**src/rtl/jk_mod_counter.sv**
```systemverilog
// Loadable up/down modulo-MODULUS counter whose state bits are JK stages with J=K=toggle.
// tc_out is combinational so a higher digit can use it directly as its enable.
module jk_mod_counter #(
    parameter int WIDTH   = 4,
    parameter int MODULUS = 10
) (
    input  logic             clock,
    input  logic             reset,
    input  logic             enable,
    input  logic             up_down,
    input  logic             load,
    input  logic [WIDTH-1:0] load_value,
    output logic [WIDTH-1:0] count,
    output logic             carry_out,
    output logic             borrow_out,
    output logic             tc_out
);

    localparam logic [WIDTH-1:0] MAX_COUNT = WIDTH'(MODULUS - 1);

    logic [WIDTH-1:0] count_next;
    logic [WIDTH-1:0] toggle;
    logic             carry_next;
    logic             borrow_next;
    logic             carry_reg;
    logic             borrow_reg;
    logic             at_max;
    logic             at_zero;
    logic             out_of_range;

    assign at_max       = (count == MAX_COUNT);
    assign at_zero      = (count == '0);
    assign out_of_range = (count > MAX_COUNT);

    // Target state for this edge; reset is applied directly in the stages.
    always_comb begin
        count_next  = count;
        carry_next  = 1'b0;
        borrow_next = 1'b0;
        if (load) begin
            count_next = (load_value > MAX_COUNT) ? MAX_COUNT : load_value;
        end else if (enable) begin
            if (up_down) begin
                if (at_max) begin
                    count_next = '0;
                    carry_next = 1'b1;
                end else if (out_of_range) begin
                    count_next = '0;
                end else begin
                    count_next = count + 1'b1;
                end
            end else begin
                if (at_zero) begin
                    count_next  = MAX_COUNT;
                    borrow_next = 1'b1;
                end else if (out_of_range) begin
                    count_next = MAX_COUNT;
                end else begin
                    count_next = count - 1'b1;
                end
            end
        end
    end

    assign toggle = count ^ count_next;

    generate
        for (genvar gi = 0; gi < WIDTH; gi++) begin : g_stage
            logic j_bit;
            logic k_bit;
            logic q_reg;

            assign j_bit = toggle[gi];
            assign k_bit = toggle[gi];

            always_ff @(posedge clock) begin
                if (reset) begin
                    q_reg <= 1'b0;
                end else begin
                    q_reg <= (j_bit & ~q_reg) | (~k_bit & q_reg);
                end
            end

            assign count[gi] = q_reg;
        end
    endgenerate

    always_ff @(posedge clock) begin
        if (reset) begin
            carry_reg  <= 1'b0;
            borrow_reg <= 1'b0;
        end else begin
            carry_reg  <= carry_next;
            borrow_reg <= borrow_next;
        end
    end

    assign carry_out  = carry_reg;
    assign borrow_out = borrow_reg;
    assign tc_out     = enable & ((up_down & at_max) | (~up_down & at_zero));

endmodule

```
**config.mk**
```make
export PLATFORM = sky130hd
export DESIGN_NAME = jk_mod_counter
export DESIGN_NICKNAME = d
export VERILOG_FILES = /design/src/rtl/jk_mod_counter.sv
export SDC_FILE = /design/constraint.sdc
export NUM_CORES = 1
export LEC_CHECK = 0
export BUFFER_PORTS_ARGS = -buffer_cell sky130_fd_sc_hd__buf_4
export CAP_MARGIN = 25
export CELL_PAD_IN_SITES_DETAIL_PLACEMENT = 0
export CELL_PAD_IN_SITES_GLOBAL_PLACEMENT = 1
export CORE_MARGIN = 10
export CORE_UTILIZATION = 35
export CTS_CLUSTER_SIZE = 12
export DETAILED_ROUTE_END_ITERATION = 6
export GPL_TIMING_DRIVEN = 0
export PLACE_DENSITY = 0.8
export SLEW_MARGIN = 20
export SYNTH_ARGS = -nofsm -noshare
export SYNTH_HDL_FRONTEND = slang
export SYNTH_SLANG_ARGS = --single-unit
```
**constraint.sdc**
```tcl
create_clock -name clock -period 2.7 [get_ports clock]
set_clock_uncertainty 0.15 [all_clocks]
set_input_delay 0.54 -clock clock [delete_from_list [all_inputs] [get_ports clock]]
set_output_delay 0.54 -clock clock [all_outputs]
set_load 0.05 [all_outputs]
```
# == Word-level counts from Yosys, hierarchy flattened ==
# Index checks and enable logic that the tools add are counted.
# word_totals
regBits,6
latchBits,0
mem_bits_rw,0
mem_bits_ro,0
in_bits,9
output_inout_bits,7
wordCells,51
mem_count,0
# op_classes
addsub,2
multipliers,0
div,0
order_cmp,2
n_eq_ne,1
n_shift,0
n_mux,10
n_bitwise,27
n_reduce_logical,3
# ops
operator,count
two-way mux 4 bit,8
bitwise AND 1 bit,11
NOT 1 bit,10
> comparator 4 bit (second input constant),2
OR reduction 4 bit,2
OR 1 bit,5
adder 4 x 1 -> 4 bit (second input constant),1
equality test 4 bit (second input constant),1
zero test 4 bit,1
subtractor 4 x 1 -> 4 bit (second input constant),1
bitwise XOR 4 bit,1
two-way mux 1 bit,2

# == Logic depth before layout (Yosys ltp) ==
# logic_depth
ltp_word,10
ltp_mapped,6
mapped_depth_nobuf,6

# == Worst setup path after synthesis ==
# OpenSTA, ideal clock, no wires.
# synth_timing
path_type,register to output
from,register g_stage[0].q_reg
to,output tc_out
arrival_time_ps,1766
required_ps,2010
setup_slack_ps,244
path_stages_with_launch,6
path_buffers,0
path_cell_list,dfxtp_1 -> inv_1 -> ha_1 -> nand2b_1 -> or2_1 -> a21oi_1
# synth_between
elab_chain_cells,4
word_cells_on_any_way,6
classes_between,eq/ne: 1; bitwise: 4; reduce/logical: 1
# synth_rtl
element,line_no,source
start: declaration,71,logic q_reg;
start signal: assignment,80,q_reg <= (j_bit & ~q_reg) | (~k_bit & q_reg);
equality test 4 bit / zero test 4 bit (equally long branches),"31, 32",
bitwise AND 1 bit,100,assign tc_out = enable & ((up_down & at_max) | (~up_down & at_zero));
OR 1 bit *,100,
bitwise AND 1 bit *,100,
end: declaration,16,output logic tc_out
# Every way passes the cells marked *; elsewhere a longest branch is shown, timed or not.

# == Worst setup path in the final report ==
# Same ends and word-level chain as after synthesis.

==> flow_summary.json <==
{
  "vias": 602,
  "ir_drop_mv": 0.239,
  "rsz0062_at_grt": "false",
  "worst_hold_slack_ps": 377,
  "tightest_slew_ps": 366,
  "placed_area_um2": 702,
  "htreeDepth": 1,
  "busiest_layer": "met2",
  "antenna_found_initial": 0,
  "hold_path_class": "primary input to flip-flop",
  "critPathLaunch": "g_stage[0].q_reg",
  "finalWirelength_um": 1550,
  "start_util_pct": 37.4,
  "dp_slack_ps": 467,
  "die_h_um": 60.3,
  "ys_ff_latch": 6,
  "setup.worst_path.end": "tc_out",
  "rrSetupSlack_ps": 530,
  "cp_max_fo": 10,
  "drt_iter0_markers": 8,
  "clk_pin_slew_ps": 50,
  "slew_headroom_pct": 75.6,
  "grt_max_degree": 11,
  "io_buffer_count": 15,
  "drive_above_1_share_pct": 28.0,
  "leakagePower_uw": 0.000316,
  "root_buffer": "clkbuf_4",
  "fin_tns_setup_ps": 0,
  "synthesis.nets": 87,
  "drc_errors": 0,
  "clk_path_buf_depth": 2,
  "cts_sinks": 6,
  "maxCapViolations": 0,
  "die_x_um": 60.3,
  "yosysWarningCount": 0,
  "synth.top_cell.area_share_pct": 21.1,
  "finish.instance_area_um2": 724,
  "netlist_area_um2": 569,
  "cts-buffers-inserted": 3,
  "setup_viol": 0,
  "cts_hold_buf": 0,
  "io-pin-count": 16,
  "grt_pass1_vias": 551,
  "grt_overflow": 0,
  "worstReg2RegEnd": "g_stage[0].q_reg",
  "worst_slack_ps": 216,
  "grt_use_total_pct": 8.79,
  "status": "complete, no violations",
  "wl_per_cell_um": 14.2,
  "r2r_cells": 6,
  "vias_per_cell": 5.52,
  "drv_slew": 0,
  "clk_latency_ps": 250,
  "met1_usage_pct": 10.5,
  "path_class": "flip-flop to output port",
  "nFillCells": 168,
  "postCtsResizedCells": 0,
  "grt_use_met2_pct": 13.1,
  "power_uw": 314,
  "fmax_mhz": 403,
  "yosys.area.top_type": "dfxtp_1",
  "worstPathArrival_ps": 1790,
  "syn-mean-instance-area_um2": 7.59,
  "r2r_start": "g_stage[0].q_reg",
  "yosysSeqAreaShare_pct": 21.1,
  "period_share_pct": 92.0,
  "grt_first_pass_wirelength_um": 2510,
  "start_kind": "flip-flop",
  "num_antenna_cells": 0,
  "ys_types": 32,
  "p_per_area_nw_per_um2": 433,
  "cp-end-kind": "output port",
  "fin_crit_ps": 2480,
  "cts_setup_buffers": 0,
  "drtAntennaViolNets": 0,
  "largest_reg_flops": 4,
  "use_met3_pct": 3.55,
  "rows": 14,
  "place_hpwl_um": 1230,
  "first_pass_iters": 4,
  "synth_area_leaders": "dfxtp_1 (21%), a21oi_1 (7.9%), nand2b_1 (7.7%)",
  "crit_required_ps": 2010,
  "nNetsFinal": 107,
  "syn_inst": 75,
  "hold_viol_final": 0,
  "core_um2": 1520,
  "syn_to_final_growth_pct": 27.3,
  "gp_congestion": 0.806,
  "cts_tree": "done",
  "fp.dieArea_um2": 3640
}
-- layer usage --
metal	wire length [µm]	part of all wire, %
met2	735	47
met3	102	6.6
met5	0	0
met4	36	2.3
met1	677	44
-- final cells by class --
cell class / count / area, µm² / area share (%)
multi-input cells: 56 / 375 / 51.8
flip-flops and latches: 6 / 120 / 16.6
repair buffers: 15 / 113 / 15.5
plain buffers: 8 / 55.1 / 7.60
clock buffers: 3 / 22.5 / 3.11
well taps: 16 / 20.0 / 2.76
inverters: 5 / 18.8 / 2.59
-- cell families (layout without fill, tap and decap cells) --
family	Yosys count	in the layout	synth area share, %
flops	6	6	21.1
fa+ha+maj	3	3	6.59
simple gates	30	30	31.4
xor+xnor	1	1	1.54
compound gates	22	22	26.4
buf+inv	13	31	13.0
-- report_power, final --
group	total (µW)	switching, µW	leakage [µW]	internal [µW]
Sequential	104	9.88	0.0000494	94.5
Combinational	126	71.6	0.000253	54.0
Clock	84.0	33.6	0.0000138	50.4
Total	314	115	0.000316	199
-- synth_stat cells, drive strengths merged --
library cell and count:
a2111oi 1, a211oi 1, a21oi 9, a221oi 2, a31o 1, and3b 1, buf 7, clkbuf 1
dfxtp 6, ha 3, inv 5, nand2 5, nand2b 7, nand3 2, nor2 2, nor2b 1
nor3 2, nor3b 3, nor4 3, nor4b 1, o2111ai 1, o211ai 1, o21ai 3, o21bai 1
o2bb2ai 1, o311ai 1, or2 1, or3b 2, xor2 1
-- metrics by stage --
step	instances	util [%]
floorplan	75	-
global placement	106	46.1
detailed placement	106	46.1
CTS	109	47.5
global route	109	47.5
finish	109	47.5
-- critical path, cell delays in order (launching register included) --
cell and delay (ps):
dfxtp_1 410, inv_1 120, ha_1 290, nand2b_1 130, or2_1 230, a21oi_1 130
buf_4 210
-- placed cells by master, fill, tap and decap left out, types with 2 or more instances in the layout --
master,synthesis,final
a221oi_1,2,2
inv_1,5,5
nor3_1,2,2
nor4_1,3,3
nor2_1,2,2
nor3b_1,3,3
buf_4,4,19
ha_1,3,3
buf_2,2,2
or3b_1,2,2
dfxtp_1,6,6
o21ai_0,2,2
nand3_1,2,2
clkbuf_4,0,3
nand2b_1,7,7
a21oi_1,9,9
nand2_1,5,5
-- how the worst min path moves through the flow --
| stage | endpoint | startpoint | slack (ps) | cells after the start |
|---|---|---|---|---|
| floorplan | g_stage[1].q_reg | g_stage[1].q_reg | 420 | 2 |
| finish | g_stage[1].q_reg | reset | 380 | 2 |
| detailed placement | g_stage[1].q_reg | g_stage[1].q_reg | 490 | 2 |
| CTS | g_stage[0].q_reg | reset | 360 | 2 |
| global placement | g_stage[1].q_reg | g_stage[1].q_reg | 490 | 2 |
| global route | g_stage[0].q_reg | reset | 370 | 2 |
(Power assumes the default switching activity.)
